[config.mk]
export PLATFORM = sky130hd
export DESIGN_NAME = uart_tx_arbiter
export DESIGN_NICKNAME = d
export VERILOG_FILES = /design/src/rtl/vt52_pkg.sv /design/src/rtl/tx_hold_reg.sv /design/src/rtl/uart_tx_arbiter.sv
export SDC_FILE = /design/constraint.sdc
export NUM_CORES = 1
export LEC_CHECK = 0
export ABC_AREA = 1
export CELL_PAD_IN_SITES_DETAIL_PLACEMENT = 2
export CELL_PAD_IN_SITES_GLOBAL_PLACEMENT = 2
export CORE_MARGIN = 2
export CORE_UTILIZATION = 26
export DETAILED_ROUTE_END_ITERATION = 10
export PLACE_DENSITY_LB_ADDON = 0.1
export SYNTH_ARGS = -nofsm -noshare
export SYNTH_HDL_FRONTEND = slang
export SYNTH_HIERARCHICAL = 1
export SYNTH_SLANG_ARGS = --single-unit
[constraint.sdc]
create_clock -name clk50 -period 1.6 [get_ports clk50]
set_input_delay 0.32 -clock clk50 [delete_from_list [all_inputs] [get_ports clk50]]
set_output_delay 0.32 -clock clk50 [all_outputs]
set_load 0.01 [all_outputs]
[src/rtl/vt52_pkg.sv]
// Shared vt52 core types: TX arbiter states, grant codes, source ids and byte beat payload.
// Used by the keyboard encoder, the response generator and the UART TX arbiter.
package vt52_pkg;

    localparam int unsigned BYTE_W  = 8;
    localparam int unsigned GRANT_W = 2;

    typedef enum logic [1:0] {
        IDLE    = 2'b00,
        OWN_KBD = 2'b01,
        OWN_RSP = 2'b10
    } arb_state_t;

    localparam logic [GRANT_W-1:0] GRANT_IDLE = 2'b00;
    localparam logic [GRANT_W-1:0] GRANT_KBD  = 2'b01;
    localparam logic [GRANT_W-1:0] GRANT_RSP  = 2'b10;

    typedef enum logic {
        SRC_KBD = 1'b0,
        SRC_RSP = 1'b1
    } src_id_t;

    typedef struct packed {
        logic              last;
        logic [BYTE_W-1:0] data;
    } tx_beat_t;

    function automatic logic [GRANT_W-1:0] grant_of(arb_state_t st);
        case (st)
            OWN_KBD: grant_of = GRANT_KBD;
            OWN_RSP: grant_of = GRANT_RSP;
            default: grant_of = GRANT_IDLE;
        endcase
    endfunction

endpackage

[src/rtl/tx_hold_reg.sv]
// One-entry valid/ready holding register; a load in the same cycle as a drain keeps valid set.
module tx_hold_reg
    import vt52_pkg::*;
#(
    parameter int unsigned WIDTH = BYTE_W
) (
    input  logic             clk50,
    input  logic             reset,
    input  logic             load,
    input  logic [WIDTH-1:0] load_data,
    input  logic             drain,
    output logic [WIDTH-1:0] data,
    output logic             valid
);

    always_ff @(posedge clk50) begin
        if (reset) begin
            valid <= 1'b0;
            data  <= '0;
        end else if (load) begin
            valid <= 1'b1;
            data  <= load_data;
        end else if (drain) begin
            valid <= 1'b0;
        end
    end

endmodule

[src/rtl/uart_tx_arbiter.sv]
// Packet-atomic round-robin arbiter sharing the console UART transmitter between the
// keyboard encoder and the escape-sequence response generator, with a stalled-owner lock timeout.
module uart_tx_arbiter
    import vt52_pkg::*;
#(
    parameter int unsigned LOCK_TIMEOUT = 1000000
) (
    input  logic               clk50,
    input  logic               reset,
    input  logic [BYTE_W-1:0]  kbd_data,
    input  logic               kbd_valid,
    input  logic               kbd_last,
    output logic               kbd_ready,
    input  logic [BYTE_W-1:0]  rsp_data,
    input  logic               rsp_valid,
    input  logic               rsp_last,
    output logic               rsp_ready,
    output logic [BYTE_W-1:0]  tx_data,
    output logic               tx_valid,
    input  logic               tx_ready,
    output logic [GRANT_W-1:0] grant,
    output logic               timeout_evt
);

    localparam int unsigned      CNT_W    = $clog2(LOCK_TIMEOUT + 1);
    localparam logic [CNT_W-1:0] CNT_MAX  = CNT_W'(LOCK_TIMEOUT);
    localparam logic [CNT_W-1:0] CNT_LAST = CNT_W'(LOCK_TIMEOUT - 1);

    arb_state_t       state_q, state_d;
    src_id_t          last_winner_q, last_winner_d;
    logic [CNT_W-1:0] cnt_q, cnt_d;
    logic             timeout_d;
    tx_beat_t         beat;
    logic             src_valid;
    logic             hold_free;
    logic             accept;

    // Readys are combinational on tx_ready so back-to-back beats sustain one byte per cycle.
    assign hold_free = !tx_valid || tx_ready;
    assign kbd_ready = (state_q == OWN_KBD) && hold_free && !reset;
    assign rsp_ready = (state_q == OWN_RSP) && hold_free && !reset;
    assign accept    = (kbd_valid && kbd_ready) || (rsp_valid && rsp_ready);

    assign src_valid = (state_q == OWN_KBD) ? kbd_valid :
                       (state_q == OWN_RSP) ? rsp_valid : 1'b0;
    assign beat      = (state_q == OWN_RSP) ? {rsp_last, rsp_data} : {kbd_last, kbd_data};

    tx_hold_reg #(
        .WIDTH (BYTE_W)
    ) u_hold (
        .clk50     (clk50),
        .reset     (reset),
        .load      (accept),
        .load_data (beat.data),
        .drain     (tx_ready),
        .data      (tx_data),
        .valid     (tx_valid)
    );

    // Next-state: arbitration in IDLE, packet tracking and stall timeout while owned.
    always_comb begin
        state_d       = state_q;
        last_winner_d = last_winner_q;
        cnt_d         = cnt_q;
        timeout_d     = 1'b0;
        case (state_q)
            IDLE: begin
                cnt_d = '0;
                if (kbd_valid && (!rsp_valid || last_winner_q == SRC_RSP)) begin
                    state_d       = OWN_KBD;
                    last_winner_d = SRC_KBD;
                end else if (rsp_valid) begin
                    state_d       = OWN_RSP;
                    last_winner_d = SRC_RSP;
                end
            end
            OWN_KBD, OWN_RSP: begin
                if (accept) begin
                    cnt_d = '0;
                    if (beat.last) begin
                        state_d = IDLE;
                    end
                end else if (!src_valid) begin
                    if (cnt_q != CNT_MAX) begin
                        cnt_d = cnt_q + CNT_W'(1);
                    end
                    if (cnt_q >= CNT_LAST) begin
                        state_d   = IDLE;
                        timeout_d = 1'b1;
                    end
                end
            end
            default: state_d = IDLE;
        endcase
    end

    always_ff @(posedge clk50) begin
        if (reset) begin
            state_q       <= IDLE;
            last_winner_q <= SRC_KBD;
            cnt_q         <= '0;
            grant         <= GRANT_IDLE;
            timeout_evt   <= 1'b0;
        end else begin
            state_q       <= state_d;
            last_winner_q <= last_winner_d;
            cnt_q         <= cnt_d;
            grant         <= grant_of(state_d);
            timeout_evt   <= timeout_d;
        end
    end

endmodule

**Word-level counts from Yosys, hierarchy flattened**

Index checks and enable logic that the tools add are counted.

- Bits in registers: 35
- Bits of input ports: 23
- Output and inout bits: 14
- Logic and storage cells: 58

- $add $sub $neg: 1
- Order comparisons: 1
- Eq/ne operators: 7
- Multiplexer cells: 20
- Bitwise logic cells: 1
- Reductions and logical operators: 21

Operators with widths:

| kind | number |
|---|---|
| 20-bit 2-to-1 mux | 3 |
| 20-bit one-hot mux with 2 select lines | 1 |
| 20-bit by 1-bit adder with 20-bit output (second input constant) | 1 |
| 20-bit greater-or-equal comparator (second input constant) | 1 |
| 20-bit != test (second input constant) | 1 |
| 2-bit 2-to-1 mux | 6 |
| 9-bit 2-to-1 mux | 1 |
| 2-bit one-hot mux with 2 select lines | 2 |
| 1-bit logical AND | 7 |
| 1-bit 2-to-1 mux | 7 |
| 3-bit != test (second input constant) | 2 |
| 2-bit nonzero test | 3 |
| 2-bit by 1-bit equality test with 1-bit output (second input constant) | 2 |
| 2-bit equality test (second input constant) | 2 |
| 4-bit OR reduction | 1 |
| 1-bit logical NOT | 3 |
| 1-bit logical OR | 3 |
| 3-bit AND reduction | 1 |
| 2-bit logical NOT | 1 |
| 2-bit AND reduction | 1 |
| 2-bit OR reduction | 1 |
| 1-bit NOT | 1 |

**Logic depth before layout (Yosys ltp)**

- Depth after elaboration: 10
- Gate-level depth with buffers: 14
- Gate-level depth less buffers: 13

**Modules after synthesis**

Netlist, hierarchy kept.

By module, submodules not included:

| module | instances | cells an instance | area an instance (um^2) | sequential area each (um^2) |
|---|---|---|---|---|
| uart_tx_arbiter | 1 | 299 | 1,886.8 | 520.5 |
| tx_hold_reg | 1 | 38 | 304.0 | 180.2 |

**Worst setup path before layout**

OpenSTA, ideal clock, no wires.

- Kind: register -> register
- Start: register state_q[0]
- End: register cnt_q[16]
- Setup time: 115 ps
- Arrival: 1,499 ps
- Data required time: 1,485 ps
- Setup slack: -14 ps
- Cell stages (with the launch flop): 15
- Buffers on the path: 1
- Period minus slack after synthesis: 1,614 ps
- Cell sequence: dfxtp_1 inv_1 ha_1 nand2_2 nor2_4 nand2_2 nand2_4 inv_6 nand2_4 nand2_4 nand2_4 buf_6 nand3_1 nand2_1 nor2_1

- Longest elaborated chain between the ends: 7
- Elaborated cells between the ends (all ways): 19
- Classes of those cells: eq/ne: 4; mux: 4; reduce/logical: 11

RTL lines:

| item | RTL line | text |
|---|---|---|
| start: declaration | uart_tx_arbiter.sv:29 | `arb_state_t state_q, state_d;` |
| start signal: assignment | uart_tx_arbiter.sv:105 | `state_q <= state_d;` |
| 2-bit equality test (*) | uart_tx_arbiter.sv:41 | `assign rsp_ready = (state_q == OWN_RSP) && hold_free && !reset;` |
| 1-bit logical AND (*) (2 in series) | uart_tx_arbiter.sv:41 |  |
| via rsp_ready | uart_tx_arbiter.sv:17 | `output logic rsp_ready,` |
| 1-bit logical AND (*) | uart_tx_arbiter.sv:42 | `assign accept = (kbd_valid && kbd_ready) \|\| (rsp_valid && rsp_ready);` |
| 1-bit logical OR (*) | uart_tx_arbiter.sv:42 |  |
| via accept | uart_tx_arbiter.sv:36 | `logic accept;` |
| 3-bit != test (no source line) / 20-bit 2-to-1 mux (equally long branches) | n/a |  |
| 3-bit AND reduction (no source line) / 20-bit one-hot mux with 2 select lines (equally long branches) | n/a |  |
| end signal: assignment | uart_tx_arbiter.sv:107 | `cnt_q <= cnt_d;` |
| end: declaration | uart_tx_arbiter.sv:31 | `logic [CNT_W-1:0] cnt_q, cnt_d;` |

The timed path passes the listed nets; every way through them passes the cells marked *.
A chain may end at the register's enable or synchronous reset.

**Worst setup path after layout**

- Start: register state_q[0]
- End: register cnt_q[3]

- Longest elaborated chain between the ends: 7
- Elaborated cells between the ends (all ways): 19
- Classes of those cells: eq/ne: 4; mux: 4; reduce/logical: 11

RTL lines:

| item | RTL line |
|---|---|
| 2-bit by 1-bit equality test with 1-bit output / 2-bit equality test (equally long branches) | uart_tx_arbiter.sv:40, uart_tx_arbiter.sv:41 |
| 1-bit logical AND, on equally long branches (2 in series) | uart_tx_arbiter.sv:40, uart_tx_arbiter.sv:41 |
| 1-bit logical AND | uart_tx_arbiter.sv:42 |
| 1-bit logical OR (*) | uart_tx_arbiter.sv:42 |
| via accept | uart_tx_arbiter.sv:36 |
| 3-bit != test (no source line) / 20-bit 2-to-1 mux (equally long branches) | n/a |
| 3-bit AND reduction (no source line) / 20-bit one-hot mux with 2 select lines (equally long branches) | n/a |

Marks and branches as above.

==> out/results.ini <==
[timing]
final_hold_viol_count=0
period_needed_ns=1.68
max_freq_mhz=595
finalSetupTns_ns=-0.927
max-slew-margin-rel=0.756
tightest_slew_ns=0.363
rsz0062_at_grt=yes
final-setup-viol-count=23
setup_ws_ns=-0.0815
slew_violations=0
finClkSkew_ns=0.00775
finalCritPeriodShare=1.05

[clock_network]
clk_latency_ns=0.30
clock_path_buffers=2
clkTransAtPathRegs_ns=0.08
htreeDepth=2
cts_sinks=35
tritoncts=built
clockRootBuffer=clkbuf_8
numCtsBuffers=5
cts_hold_buffers=0

[place]
port_buffers=36
post-place-ws_ns=-0.442
postPlaceCellArea_um2=3110
hpwl_um=6490
routabilityCongestion=0.765

[finish]
utilization=0.459
nets=472
seq_area_um2=718
layout_commonest_cell=buf_4
antenna_cells=0
stdcell_area_um2=3750
drive_gt1_frac=0.421
multi_input_area_um2=1630
fillers=928
final_cell_mix=buf_4, nand2_1, nor2_1
syn_to_final_growth_pct=71.2

[setup_path]
regToRegEndpoint=cnt_q[3]
worstPathArrival_ns=1.88
crit_chain=inv_6 -> ha_4 -> nand2_4 -> nor2_4 -> nand2_2 -> nand2_4 -> inv_6 -> nand2_4 -> nand2_4 -> nand2_8 -> buf_12 -> nand2_1 -> nand2_1 -> nor2_2
worst-setup-path-type=reg -> reg
cp-start-kind=flip-flop
cp_num_cells=14
cp_top_family=simple AND/OR/NAND/NOR gates
regToRegStartpoint=state_q[0]
critPathSlowestCell=dfxtp_4
ff2ff_path_depth=14
crit_path_end_kind=flip-flop
path_common_cell=nand2_4
r2r_slack_ns=-0.08
worstPathRequired_ns=1.80
crit_path_end=cnt_q[3]
crit_start=state_q[0]
critPathBufInv=3
crit_path_max_incr_delay_ns=0.38
crit_fanout=8

[floorplanning]
die-width_um=95.8
coreArea_um2=8180
die-area_um2=9180
ioPinCount=37
initial_core_util=0.268
row_count=33
die_y_um=95.8

[logic_synthesis]
synth_top_family_by_area=simple AND/OR/NAND/NOR gates
synthXorXnorAreaFrac=0.00800
yosysSeqAreaShare=0.320
synth_compound_area_frac=0.0954
synth.avg_cell_area_um2=6.50
syn_area_um2=2190
yosys_register_bits=35
ys_types=29
syn_nets=366
synth_fa_ha_area_frac=0.0343
synth_mux_area_frac=0.0463
synth_cells=337
synth-simple-area-share=0.402
yosysWarnings=6

[detailed_routing]
first_pass_iters=4
dr_wl_met2_um=5060
drtIter0Drc=57
wl_per_cell_um=17.3
routed_wl_um=9510
routed-wl-met3_um=308
vias=2645
wl_met1_um=3930
antenna_left=0
highest_layer=met4
route.detailed.drc=0
vias_per_cell=4.82

[global_route]
grt_overflow=0
grt_pass1_vias=2918
antenna_found_initial=0
grt_pass1_wl_um=14700
grt_usage=0.210
grt_max_degree=15

[power]
p_leak_nw=1.48
power.density_nw_per_um2=829
peakVddDrop_v=0.000521

[outcome]
outcome=finished with violations
failed_checks=negative setup slack

[hold_path]
min_path_type=in -> reg

[flow_run]
drv_cap=0

-- final cells by class --
| class | instances | area share |
|---|---|---|
| Clock buffer | 5 | 0.0184 |
| Clock inverter | 3 | 0.0180 |
| Inverter | 41 | 0.0454 |
| Multi-Input combinational cell | 254 | 0.433 |
| Sequential cell | 35 | 0.192 |
| Tap cell | 105 | 0.0350 |
| Timing Repair Buffer | 106 | 0.258 |
-- worst min path at each step --
stage / to / slack [ns] / from / depth (start not counted)
final: u_hold/valid / 0.36 / tx_ready / 4
after global routing: u_hold/valid / 0.37 / tx_ready / 4
after CTS: cnt_q[18] / 0.51 / cnt_q[18] / 2
after detailed placement: u_hold/valid / 0.49 / u_hold/valid / 2
after global placement: u_hold/data[2] / 0.47 / u_hold/data[2] / 2
after floorplan: u_hold/valid / 0.38 / reset / 1
-- worst reg2reg max path, delay by kind of cell, from the launching register on --
kind / cells / cell delay, ns
buf+inv: 3 / 0.28
flops: 1 / 0.38
fa+ha+maj: 1 / 0.16
simple gates: 10 / 0.79
-- power by group --
part / internal, mW / switching, mW
clock: 0.623 / 0.396
sequential: 0.912 / 0.0332
combinational: 0.550 / 0.596
-- cells in the mapped netlist --
cell	number	area share
a21oi_1	23	0.053
a21oi_2	2	0.0080
and3_1	1	0.0029
buf_2	2	0.0046
buf_4	3	0.010
buf_6	1	0.0051
clkbuf_1	1	0.0017
clkinv_1	1	0.0017
dfxtp_1	35	0.32
ha_1	6	0.034
inv_1	36	0.062
inv_2	3	0.0051
inv_6	1	0.0040
mux2_2	9	0.046
nand2_1	74	0.13
nand2_2	2	0.0057
nand2_4	4	0.021
nand3_1	37	0.085
nand4_1	7	0.020
nor2_1	57	0.098
nor2_2	1	0.0029
nor2_4	1	0.0051
nor3_1	10	0.023
nor3_2	1	0.0046
nor4_1	3	0.0086
o211ai_1	1	0.0034
o21ai_0	12	0.027
o221ai_1	1	0.0040
xor2_1	2	0.0080
-- flip-flops by register name, indices dropped and copies added (netlist names) --
register / cells
cnt_q: 20
u_hold/data: 8
grant: 2
state_q: 2
last_winner_q: 1
timeout_evt: 1
u_hold/valid: 1
-- what timing repair did --
action | in CTS | in global routing
setup endpoints to repair | 30 | 27
gates cloned | 2 | 1
gates resized for setup | 84 | 40
buffers inserted | 7 | 3
pin swaps | 19 | 22
-- metrics by stage --
stage,instances,power (mW),hold slack [ns]
floorplan,337,1.37,0.382
CTS,547,3.04,0.512
global route,549,3.26,0.367
detailed placement,530,1.76,0.488
finish,549,3.11,0.365
global placement,530,1.74,0.475
-- layer usage --
metal,vias to the layer above,global-route usage
li1,1309,-
met1,1278,0.234
met2,43,0.400
met3,15,0.0407
met4,0,0.0619
met5,-,0
-- cell families after synthesis --
| group | after synthesis |
|---|---|
| AO/OA/AOI/OAI | 39 |
| buffers and inverters | 48 |
| flip-flops | 35 |
| adder cells (fa/ha/maj) | 6 |
| AND/OR/NAND/NOR | 198 |
| multiplexers | 9 |
| XOR/XNOR | 2 |
Note: power is estimated with default switching activity, not from simulation.
